## src/rtl/dds_pkg.sv

```systemverilog
// Shared encodings and helpers for the DDS burst phase generator.
package dds_pkg;

    localparam logic [1:0] MODE_CW   = 2'd0;
    localparam logic [1:0] MODE_LFM  = 2'd1;
    localparam logic [1:0] MODE_PSK  = 2'd2;
    localparam logic [1:0] MODE_RSVD = 2'd3;

    typedef enum logic [1:0] {
        IDLE  = 2'd0,
        PULSE = 2'd1,
        GAP   = 2'd2
    } state_e;

    // Adding half scale (2^(W-1)) modulo 2^W only toggles the address MSB.
    function automatic logic half_scale_msb(input logic msb, input logic flip);
        return msb ^ flip;
    endfunction

endpackage

```

## src/rtl/dds_phase_core.sv

```systemverilog
// Phase/step accumulator: load restarts at phase 0 with a fresh step, advance
// adds the step to the phase and optionally the chirp increment to the step.
module dds_phase_core #(
    parameter int unsigned PHASE_W = 32,
    parameter int unsigned ADDR_W  = 12
) (
    input  logic               clk,
    input  logic               rst,
    input  logic               load,
    input  logic               advance,
    input  logic               chirp_en,
    input  logic [PHASE_W-1:0] step_init,
    input  logic [PHASE_W-1:0] delta,
    output logic [ADDR_W-1:0]  addr
);

    logic [PHASE_W-1:0] phase_q;
    logic [PHASE_W-1:0] step_q;

    always_ff @(posedge clk or posedge rst) begin
        if (rst) begin
            phase_q <= '0;
            step_q  <= '0;
        end else if (load) begin
            phase_q <= '0;
            step_q  <= step_init;
        end else if (advance) begin
            phase_q <= phase_q + step_q;
            if (chirp_en) begin
                step_q <= step_q + delta;
            end
        end
    end

    assign addr = phase_q[PHASE_W-1 -: ADDR_W];

endmodule

```

## src/rtl/dds_burst_phase_gen.sv

```systemverilog
// Burst phase sequencer for the DDS chain: CW, LFM and PSK pulse trains with
// downstream stall, abort, start-parameter validation and a busy flag.
module dds_burst_phase_gen
    import dds_pkg::*;
#(
    parameter int unsigned PHASE_W  = 32,
    parameter int unsigned ADDR_W   = 12,
    parameter int unsigned TW       = 16,
    parameter int unsigned NW       = 5,
    parameter int unsigned CODE_LEN = 16
) (
    input  logic                CLK,
    input  logic                RESET,
    input  logic                SIGN_START_GEN,
    input  logic                SIGN_ABORT,
    input  logic [1:0]          MODE,
    input  logic [PHASE_W-1:0]  PHASE_STEP,
    input  logic [PHASE_W-1:0]  DELTA_STEP,
    input  logic [TW-1:0]       T_IMPULSE,
    input  logic [TW-1:0]       T_PERIOD,
    input  logic [NW-1:0]       NUM_OF_IMP,
    input  logic [TW-1:0]       CHIP_LEN,
    input  logic [CODE_LEN-1:0] PSK_CODE,
    input  logic                OUT_REG_READY,
    output logic [ADDR_W-1:0]   ROM_ADDRESS,
    output logic                ADDR_VALID,
    output logic                SIGN_START_CALC,
    output logic                SIGN_STOP_CALC,
    output logic                BUSY,
    output logic                PARAM_ERR,
    output logic [NW-1:0]       IMP_INDEX
);

    localparam int unsigned CIW = (CODE_LEN > 1) ? $clog2(CODE_LEN) : 1;

    state_e state_q, state_d;

    // Burst parameters captured on accept
    logic [1:0]          mode_q;
    logic [PHASE_W-1:0]  phase_step_q;
    logic [PHASE_W-1:0]  delta_q;
    logic [TW-1:0]       t_imp_q;
    logic [TW-1:0]       gap_len_q;
    logic [TW-1:0]       chip_len_q;
    logic [NW-1:0]       num_q;
    logic [CODE_LEN-1:0] code_q;

    logic [TW-1:0]  cnt_q, cnt_d;
    logic [TW-1:0]  chip_cnt_q, chip_cnt_d;
    logic [CIW-1:0] chip_idx_q, chip_idx_d;
    logic [NW-1:0]  imp_idx_q, imp_idx_d;
    logic           start_calc_q, start_calc_d;
    logic           stop_q, stop_d;
    logic           perr_q, perr_d;

    logic               params_ok;
    logic               start_req;
    logic               accept;
    logic               core_load;
    logic               core_adv;
    logic [PHASE_W-1:0] load_step;
    logic [ADDR_W-1:0]  core_addr;
    logic               code_bit;

    assign params_ok = (NUM_OF_IMP != '0) && (T_IMPULSE != '0) && (T_PERIOD > T_IMPULSE) &&
                       (MODE != MODE_RSVD) && ((MODE != MODE_PSK) || (CHIP_LEN != '0));

    // An abort in IDLE suppresses the start; a stall defers it.
    assign start_req = SIGN_START_GEN && !SIGN_ABORT && OUT_REG_READY;

    always_comb begin
        state_d      = state_q;
        cnt_d        = cnt_q;
        chip_cnt_d   = chip_cnt_q;
        chip_idx_d   = chip_idx_q;
        imp_idx_d    = imp_idx_q;
        start_calc_d = start_calc_q;
        stop_d       = 1'b0;
        perr_d       = 1'b0;
        accept       = 1'b0;
        core_load    = 1'b0;
        core_adv     = 1'b0;
        load_step    = phase_step_q;

        unique case (state_q)
            IDLE: begin
                if (start_req) begin
                    if (params_ok) begin
                        accept       = 1'b1;
                        state_d      = PULSE;
                        cnt_d        = '0;
                        chip_cnt_d   = '0;
                        chip_idx_d   = '0;
                        imp_idx_d    = '0;
                        start_calc_d = 1'b1;
                        core_load    = 1'b1;
                        load_step    = PHASE_STEP;
                    end else begin
                        perr_d = 1'b1;
                    end
                end
            end
            PULSE: begin
                if (OUT_REG_READY) begin
                    start_calc_d = 1'b0;
                    core_adv     = 1'b1;
                    if (cnt_q == t_imp_q - TW'(1)) begin
                        state_d = GAP;
                        cnt_d   = '0;
                    end else begin
                        cnt_d = cnt_q + TW'(1);
                    end
                    if (chip_cnt_q == chip_len_q - TW'(1)) begin
                        chip_cnt_d = '0;
                        chip_idx_d = (chip_idx_q == CIW'(CODE_LEN - 1)) ? '0 :
                                     chip_idx_q + CIW'(1);
                    end else begin
                        chip_cnt_d = chip_cnt_q + TW'(1);
                    end
                end
            end
            GAP: begin
                if (OUT_REG_READY) begin
                    if (cnt_q == gap_len_q - TW'(1)) begin
                        cnt_d = '0;
                        if (imp_idx_q == num_q - NW'(1)) begin
                            state_d   = IDLE;
                            stop_d    = 1'b1;
                            imp_idx_d = '0;
                        end else begin
                            state_d    = PULSE;
                            imp_idx_d  = imp_idx_q + NW'(1);
                            chip_cnt_d = '0;
                            chip_idx_d = '0;
                            core_load  = 1'b1;
                        end
                    end else begin
                        cnt_d = cnt_q + TW'(1);
                    end
                end
            end
            default: state_d = IDLE;
        endcase

        // Abort overrides a stall and a coincident natural end (single STOP)
        if (SIGN_ABORT && (state_q != IDLE)) begin
            state_d      = IDLE;
            stop_d       = 1'b1;
            start_calc_d = 1'b0;
            cnt_d        = '0;
            imp_idx_d    = '0;
            core_load    = 1'b0;
            core_adv     = 1'b0;
        end
    end

    always_ff @(posedge CLK or posedge RESET) begin
        if (RESET) begin
            state_q      <= IDLE;
            cnt_q        <= '0;
            chip_cnt_q   <= '0;
            chip_idx_q   <= '0;
            imp_idx_q    <= '0;
            start_calc_q <= 1'b0;
            stop_q       <= 1'b0;
            perr_q       <= 1'b0;
        end else begin
            state_q      <= state_d;
            cnt_q        <= cnt_d;
            chip_cnt_q   <= chip_cnt_d;
            chip_idx_q   <= chip_idx_d;
            imp_idx_q    <= imp_idx_d;
            start_calc_q <= start_calc_d;
            stop_q       <= stop_d;
            perr_q       <= perr_d;
        end
    end

    always_ff @(posedge CLK or posedge RESET) begin
        if (RESET) begin
            mode_q       <= MODE_CW;
            phase_step_q <= '0;
            delta_q      <= '0;
            t_imp_q      <= '0;
            gap_len_q    <= '0;
            chip_len_q   <= '0;
            num_q        <= '0;
            code_q       <= '0;
        end else if (accept) begin
            mode_q       <= MODE;
            phase_step_q <= PHASE_STEP;
            delta_q      <= DELTA_STEP;
            t_imp_q      <= T_IMPULSE;
            gap_len_q    <= T_PERIOD - T_IMPULSE;
            chip_len_q   <= CHIP_LEN;
            num_q        <= NUM_OF_IMP;
            code_q       <= PSK_CODE;
        end
    end

    dds_phase_core #(
        .PHASE_W (PHASE_W),
        .ADDR_W  (ADDR_W)
    ) u_phase_core (
        .clk       (CLK),
        .rst       (RESET),
        .load      (core_load),
        .advance   (core_adv),
        .chirp_en  (mode_q == MODE_LFM),
        .step_init (load_step),
        .delta     (delta_q),
        .addr      (core_addr)
    );

    assign code_bit = (mode_q == MODE_PSK) && code_q[chip_idx_q];

    assign ROM_ADDRESS     = (state_q == PULSE) ?
                             {half_scale_msb(core_addr[ADDR_W-1], code_bit), core_addr[ADDR_W-2:0]} :
                             '0;
    assign ADDR_VALID      = (state_q == PULSE);
    assign BUSY            = (state_q != IDLE);
    assign SIGN_START_CALC = start_calc_q;
    assign SIGN_STOP_CALC  = stop_q;
    assign PARAM_ERR       = perr_q;
    assign IMP_INDEX       = imp_idx_q;

endmodule

```

## config.mk

```make
export PLATFORM = sky130hd
export DESIGN_NAME = dds_burst_phase_gen
export DESIGN_NICKNAME = d
export VERILOG_FILES = /design/src/rtl/dds_pkg.sv /design/src/rtl/dds_phase_core.sv /design/src/rtl/dds_burst_phase_gen.sv
export SDC_FILE = /design/constraint.sdc
export NUM_CORES = 1
export LEC_CHECK = 0
export ABC_AREA = 0
export BUFFER_PORTS_ARGS = -buffer_cell sky130_fd_sc_hd__buf_2
export CAP_MARGIN = 20
export CORE_ASPECT_RATIO = 0.75
export CORE_MARGIN = 3
export CORE_UTILIZATION = 35
export DETAILED_ROUTE_END_ITERATION = 8
export SLEW_MARGIN = 25
export SYNTH_ARGS = -nofsm -noshare
export SYNTH_HDL_FRONTEND = slang
export SYNTH_SLANG_ARGS = --single-unit
```

## constraint.sdc

```tcl
create_clock -name CLK -period 11.5 [get_ports CLK]
set_clock_uncertainty 0.15 [all_clocks]
set_input_delay 2.3 -clock CLK [delete_from_list [all_inputs] [get_ports CLK]]
set_output_delay 2.3 -clock CLK [all_outputs]
set_load 0.02 [all_outputs]
```

# After elaboration in Yosys (flattened, before gate mapping)
# Cells that the tools add are included.
# word_totals
reg_bits,245
inputBits,140
output_inout_bits,22
elab_cells,158
# classes
addsub,11
n_lt_le_gt_ge,2
eq_ne,24
muxes,74
n_bitwise,1
n_reduce_logical,28
# op_table
op,count
32-bit 2-to-1 mux,8
16-bit 2-to-1 mux,12
16-bit one-hot mux with 3 select lines,2
32-bit adder,2
16-bit equality test,3
"16-bit by 1-bit subtractor with 16-bit output, second input constant",3
"16-bit by 1-bit adder with 16-bit output, second input constant",2
4-bit 2-to-1 mux,8
16-bit nonzero test,2
5-bit 2-to-1 mux,6
1-bit 2-to-1 mux,24
16-bit > comparator,1
"2-bit != test, second input constant",8
16-bit subtractor,1
2-bit 2-to-1 mux,7
12-bit 2-to-1 mux,1
"3-bit != test, second input constant",4
4-bit one-hot mux with 3 select lines,1
5-bit one-hot mux with 2 select lines,1
5-bit AND reduction,2
3-bit nonzero test,3
1-bit logical AND,8
8-bit AND reduction,1
7-bit AND reduction,1
24 further kinds,29

# Longest topological paths before layout
# Gate-level depths: netlist of run 1.
# depth
word_depth,11
depth_mapped,15
mapped_depth_nobuf,13

# Cells and area by module
# A second synthesis of run 1 with hierarchy kept.
# unflattened
cells_unflattened,1751
hier_area_um2,16633.5
# modules_own_cells
module,n_inst,cells_per_inst,area_per_inst_um2,seq_area_each_um2
dds_burst_phase_gen,1,1069,10836.6,4529.3
dds_phase_core,1,682,5796.8,1601.5

# Least setup slack after synthesis of run 1
# OpenSTA, ideal clock, no wires.
# synth_path
path_type,input-to-reg
start,input port T_IMPULSE[2]
end,register delta_q[20]
setup_ns,0.125
arrival_ns,5.198
required_time_ns,11.225
path_slack_ns,6.027
path_stages,13
path_buffers,4
path_cell_list,inv_1 > ha_1 > nor2b_1 > o31ai_1 > a21oi_1 > o31a_1 > o31ai_1 > or2_2 > clkbuf_1 > buf_2 > buf_1 > buf_2 > mux2_2
# synth_via
elab_chain_cells,8
word_cells_on_any_way,9
cone_classes,order compare (1); mux (3); reduce/logical (5)
# synth_rtl
element,line_no,rtl
"start, declared",dds_burst_phase_gen.sv:19,"input logic [TW-1:0] T_IMPULSE,"
branches (longest 2 deep; another with 16-bit > comparator),-,
1-bit logical AND (*) (2 in series),dds_burst_phase_gen.sv:65,assign params_ok = (NUM_OF_IMP != '0) && (T_IMPULSE != '0) && (T_PERIOD > T_IMPULSE) &&
1-bit logical AND (*),dds_burst_phase_gen.sv:66,(MODE != MODE_RSVD) && ((MODE != MODE_PSK) || (CHIP_LEN != '0));
1-bit 2-to-1 mux (*),dds_burst_phase_gen.sv:88,if (params_ok) begin
1-bit 2-to-1 mux (*),dds_burst_phase_gen.sv:87,if (start_req) begin
1-bit 2-to-1 mux (*),dds_burst_phase_gen.sv:85,unique case (state_q)
"end signal, assigned",dds_burst_phase_gen.sv:183,delta_q <= '0;
"end signal, assigned",dds_burst_phase_gen.sv:192,delta_q <= DELTA_STEP;
"end, declared",dds_burst_phase_gen.sv:41,logic [PHASE_W-1:0] delta_q;
# Every way passes the cells marked *.
# A chain may end at the register's enable or synchronous reset.

# Final worst setup path of run 1
# layout_path
start,input port T_IMPULSE[2]
end,register u_phase_core.step_q[3]
# layout_via
elab_chain_cells,11
word_cells_on_any_way,17
cone_classes,order compare (1); mux (8); reduce/logical (8)
# layout_rtl
element,line_no,rtl
branches (longest 2 deep; another with 16-bit > comparator),-,
1-bit logical AND (*) (2 in series),dds_burst_phase_gen.sv:65,
1-bit logical AND (*),dds_burst_phase_gen.sv:66,
1-bit 2-to-1 mux,dds_burst_phase_gen.sv:88,
1-bit 2-to-1 mux,dds_burst_phase_gen.sv:87,
1-bit one-hot mux with 2 select lines,dds_burst_phase_gen.sv:85,
1-bit 2-to-1 mux,dds_burst_phase_gen.sv:146,if (SIGN_ABORT && (state_q != IDLE)) begin
2-bit nonzero test (no line),-,
2-bit AND reduction (no line),-,
"end signal, assigned",dds_phase_core.sv:26,step_q <= step_init;
"end signal, assigned",dds_phase_core.sv:30,step_q <= step_q + delta;
"end, declared",dds_phase_core.sv:18,logic [PHASE_W-1:0] step_q;
# Marked as above.

==> impl_metrics.json, run 1 <==
{
  "hpwl_um": 32200,
  "cts_made_buffers": 28,
  "holdWs_ns": 0.343,
  "drive_above_1_share_pct": 19.5,
  "cts_root_buffer": "clkbuf_16",
  "wl_per_cell_um": 17.8,
  "relSlewSlack_pct": 36.8,
  "grt_pass1_vias": 12500,
  "syn_area_sq_um": 15900,
  "postCtsSetupBuffers": 0,
  "regArea_sq_um": 6130,
  "p_comb_share_pct": 46.3,
  "initialDrtViolationCount": 825,
  "fmax_mhz": 173,
  "worstReg2RegStart": "gap_len_q[0]",
  "final-hold-violation-count": 0,
  "final_area_sq_um": 18200,
  "p_switching_uw": 1900,
  "syn_inst": 1704,
  "grt_max_degree": 167,
  "multiInputGateArea_sq_um": 9260,
  "p_leak_uw": 0.00841,
  "hold_buffers": 0,
  "core_area_sq_um": 44100,
  "grt_overflow": 0,
  "hold_start": "phase_step_q[11]",
  "layout_commonest_cell": "dfrtp_1",
  "clk_pin_slew_worst_paths_ns": 0.06,
  "ios": 162,
  "die_w_um": 252,
  "seq_power_share_pct": 33.0,
  "initial_core_util_pct": 36.1,
  "synth_ff_type": "dfrtp_1",
  "pwr-share-clk_pct": 20.7,
  "final_cell_mix": "dfrtp_1 (245), nand2_1 (173), buf_2 (161)",
  "die_h_um": 191,
  "rows": 66,
  "internal_power_uw": 2740,
  "tritoncts": "done",
  "area_delta_synth_final_pct": 14.7,
  "pwr_density_cell_nw_per_um2": 255,
  "placed_area_sq_um": 17200,
  "synth-warning-count": 0,
  "yosysSeqAreaShare_pct": 38.5,
  "period_minus_slack_ns": 5.78,
  "worstSetupPathType": "in2reg",
  "power_uw": 4640,
  "die_area_sq_um": 48100,
  "fin_util_pct": 41.4,
  "clock-sinks": 245,
  "synth.distinct_cells": 78,
  "place.gp.congestion": 0.888,
  "dr.pass1.iters": 6,
  "ir_drop_uv": 113,
  "min_path_type": "reg2reg",
  "antenna_found_initial": 3,
  "start_kind": "primary input",
  "drtAntennaViolNets": 0,
  "fillers": 4363,
  "final_max_slew_viol_count": 0,
  "async_reset_ff_share_pct": 100,
  "maxCapViolCount": 0,
  "grt_pass1_wl_um": 69200,
  "setup-violations-final": 0,
  "period_share_pct": 50.3,
  "clk-insertion-delay-late_ns": 0.57,
  "htreeDepth": 1,
  "required_ns": 11.79,
  "ctsLongestPathBuffers": 3,
  "synth_edf_count": 0,
  "num_vias": 13100,
  "switching_share_pct": 40.9,
  "nets": 2065,
  "routed_via_density": 5.37,
  "syn_nets": 1937,
  "grtUsageTotal_pct": 17.8,
  "run_status": "complete, no violations",
  "wl_um": 43300,
  "post-route-drc-count": 0,
  "syn_avg_cell_area_sq_um": 9.33,
  "critPathLaunch": "T_IMPULSE[2]",
  "end_kind": "flop",
  "rsz0062_at_grt": "no",
  "arrival_ns": 6.07,
  "cp_max_fo": 166,
  "cts_resized": 0,
  "worstMarginPinSlew_ns": 0.948,
  "ys_ff_latch": 245,
  "numPortBuffers": 161,
  "tns_ns": 0
}
## power groups by stage
stage          clock (uW)  combinational [uW]  sequential [uW]
2_1_floorplan           0                1760             1390
3_3_place_gp            0                2070             1530
3_5_place_dp            0                2130             1540
4_1_cts               989                2150             1530
5_1_grt              1020                2420             1580
6_report              962                2150             1530
## flip-flops by register name (all words and copies together) (netlist names), 32 cells and up
register              cells
delta_q                  32
phase_step_q             32
u_phase_core.phase_q     32
u_phase_core.step_q      32
## worst max-delay path: stages
cell     delay (ns)
buf_2          0.09
inv_1          0.05
ha_1           0.34
nor2b_1        0.16
o31ai_1        0.37
a21oi_1        0.21
o31a_1         0.31
o31ai_1        0.55
or2_4          0.27
buf_12         0.58
mux2_2         0.43
mux2_2         0.26
## Yosys cell counts, types with 13 or more instances
cell type	n	share of area, %
nor3_1	42	1.3
xor2_1	58	3.2
a31oi_1	17	0.67
nand3_1	24	0.76
nand2b_1	20	0.79
o21bai_1	14	0.66
nor2_1	122	2.9
or4_1	13	0.61
o21a_1	14	0.66
ha_1	90	7.1
buf_2	14	0.44
a21o_1	34	1.6
nand4_1	18	0.71
inv_1	66	1.6
mux2_2	110	7.8
xnor2_1	90	5.0
nor2b_1	14	0.55
or3_1	13	0.51
o21ai_0	123	3.9
and2_1	15	0.59
clkbuf_1	45	1.1
o31ai_1	16	0.76
nor4_1	19	0.75
a21oi_1	113	3.6
dfrtp_1	245	39
nand2_1	173	4.1
and3_1	21	0.83
## final timing paths
check	to	slack (ns)	cells after the start
min	phase_step_q[11]	0.34	1
min reg2reg	phase_step_q[11]	0.34	1
min in group asynchronous	t_imp_q[6]	1.75	2
max reg2reg	u_phase_core.phase_q[30]	6.85	12
max in group asynchronous	phase_step_q[1]	8.16	3
max	u_phase_core.step_q[3]	5.72	12
## per-stage QoR
stage | std cells | setup WS (ns)
after floorplan | 1704 | 2.32
after global placement | 2380 | 5.28
after detailed placement | 2380 | 5.23
final | 2435 | 5.72
after global routing | 2434 | 5.53
after CTS | 2432 | 5.82
## cells by family after synthesis
group / after synthesis / synth area share, %
and+or+nand+nor: 541 / 17.0
adders and majority gates: 93 / 7.46
AOI/OAI and AO/OA: 414 / 16.2
buffers and inverters: 136 / 3.41
muxes: 127 / 9.25
DFF: 245 / 38.5
xor gates and xnor gates: 148 / 8.15
## routing by layer
layer | global-route usage (%) | share of wire, % | vias up
met3 | 2.44 | 4.5 | 43
met5 | 0 | 0 | -
li1 | - | - | 6385
met1 | 28.2 | 52 | 6360
met4 | 3.72 | 1.8 | 0
met2 | 25.3 | 41 | 285
## area by class of cell
cell class / instances / share of cell area [%]
clock inverter: 19 / 1.28
clock buffer: 33 / 4.22
tap: 578 / 3.96
sequential: 245 / 33.6
multi-input combinational: 1323 / 50.7
inverter: 66 / 1.40
timing repair buffer: 168 / 4.79
antenna: 3 / 0.0411
Power figures use the tool's default switching activity.
==> run 2: changes to the inputs <==
clock period = 5.2 ns   (was 11.5 ns; I/O delays follow)
==> run 2 against run 1 <==
  * Worst hold slack got worse by 0.021 ns
  * Sequential power rose by 120%
  * Non-clock buffer count rose by 9
  * Wire length rose by 0.12%
  * Largest power group unchanged
  * Utilization rose by 0.13 points
  * Largest cell class unchanged
  * First-iteration DRC count rose by 12%
==> impl_metrics.json, run 2 (synthesis gave the netlist of run 1 again) <==
{
  "hpwl_um": 33000,
  "run_status": "complete, no violations",
  "layout_commonest_cell": "dfrtp_1",
  "ir_drop_uv": 254,
  "period_share_pct": 85.1,
  "required_ns": 5.48,
  "cts_root_buffer": "clkbuf_16",
  "pwr_density_cell_nw_per_um2": 560,
  "clk_pin_slew_worst_paths_ns": 0.06,
  "end_kind": "flop",
  "maxCapViolCount": 0,
  "grt_pass1_wl_um": 69500,
  "hold_buffers": 0,
  "slowest_stage": "nor4_1",
  "dr.pass1.iters": 5,
  "rows": 66,
  "drtAntennaViolNets": 0,
  "nets": 2074,
  "ctsLongestPathBuffers": 3,
  "grt_pass1_vias": 12600,
  "htreeDepth": 1,
  "fmax_mhz": 226,
  "area_delta_synth_final_pct": 15.1,
  "cp_max_fo": 12,
  "grt_max_degree": 107,
  "crit_chain": "inv_1 -> ha_1 -> or3b_2 -> or4_1 -> xnor2_1 -> nor4_1 -> nand4_1 -> o21a_1 -> or3_1 -> nor3_1 -> xnor2_1 -> nor2_1",
  "min_path_type": "in2async",
  "initial_core_util_pct": 36.1,
  "placed_cells": 2388,
  "cts_resized": 0,
  "stdcell_count": 2443,
  "worstReg2RegStart": "gap_len_q[0]",
  "arrival_ns": 4.71,
  "relSlewSlack_pct": 46.3,
  "postCtsSetupBuffers": 0,
  "core_area_sq_um": 44100,
  "final-hold-violation-count": 0,
  "worstMarginPinSlew_ns": 0.805,
  "rsz0062_at_grt": "no",
  "post-route-drc-count": 0,
  "place.gp.congestion": 0.878,
  "grtUsageTotal_pct": 17.8,
  "num_vias": 13100,
  "clock-sinks": 245,
  "worst_path_most_repeated_cell": "xnor2_1",
  "tns_ns": 0,
  "worstSetupPathType": "reg2reg",
  "initialDrtViolationCount": 921,
  "period_minus_slack_ns": 4.43,
  "holdWs_ns": 0.322,
  "p_leak_uw": 0.00845,
  "ios": 162,
  "critPathLaunch": "gap_len_q[0]",
  "max_stage_delay_ns": 0.61,
  "placed_area_sq_um": 17300,
  "clk-insertion-delay-late_ns": 0.58,
  "grt_overflow": 0,
  "setup-violations-final": 0,
  "power_uw": 10200,
  "start_kind": "flop",
  "routed_via_density": 5.36,
  "die_w_um": 252,
  "numPortBuffers": 161,
  "final_cell_mix": "dfrtp_1 (245), nand2_1 (173), buf_2 (161)",
  "cts_made_buffers": 28,
  "antenna_found_initial": 4,
  "die_area_sq_um": 48100,
  "final_max_slew_viol_count": 0,
  "tritoncts": "done",
  "drive_above_1_share_pct": 19.7,
  "die_h_um": 191,
  "wl_um": 43400,
  "wl_per_cell_um": 17.7,
  "final_area_sq_um": 18300
}
-- run 2: cell types whose count changed in the layout (fill, tap and decap cells not counted), moves of 2 or more --
| cell | previous run | this run |
|---|---|---|
| clkbuf_1 | 0 | 3 |
| buf_4 | 5 | 13 |
| buf_12 | 1 | 3 |
| clkinvlp_4 | 6 | 3 |
| inv_6 | 2 | 0 |
-- run 2: critical path: cells and delay by family (launching register included) --
kind	cells	cell delay, ns
compound gates	1	0.30
xor+xnor	2	0.29
fa+ha+maj	1	0.21
buf+inv	1	0.08
flops	1	0.43
simple gates	7	2.83
-- run 2: metal layers --
layer	GRT usage (%)	vias up	share of wire [%]
met4	4.63	0	2.2
met1	27.6	6296	51
met5	0	-	0
met2	25.1	341	40
met3	3.52	64	6.0
li1	-	6399	-
-- run 2: metrics by stage --
stage,setup WS (ns),utilization [%]
after floorplan,0.792,-
after global placement,0.595,39.2
after detailed placement,0.578,39.2
after CTS,0.837,41.5
after global routing,0.561,41.5
final,0.773,41.5
-- run 2: layout make-up --
cell class | instances | area (sq um)
Fill cell | 4339 | 25800
Multi-Input combinational cell | 1323 | 9250
Sequential cell | 245 | 6130
Timing Repair Buffer | 177 | 963
Clock buffer | 36 | 781
Tap cell | 578 | 723
Inverter | 66 | 251
Clock inverter | 15 | 199
Antenna cell | 3 | 7.51
-- run 2: where the power goes --
part / switching (uW) / total, uW / internal (uW)
combinational: 2600 / 4770 / 2170
clock: 845 / 2100 / 1260
sequential: 732 / 3380 / 2640
-- run 2: final timing paths --
check	cells past startpoint	slack [ns]	endpoint
max reg2reg	12	0.77	chip_cnt_q[15]
max in group asynchronous	4	3.57	u_phase_core.step_q[1]
max	12	0.77	chip_cnt_q[15]
min in group CLK	1	0.34	phase_step_q[5]
min	2	0.32	delta_q[22]
min reg2reg	1	0.34	phase_step_q[5]
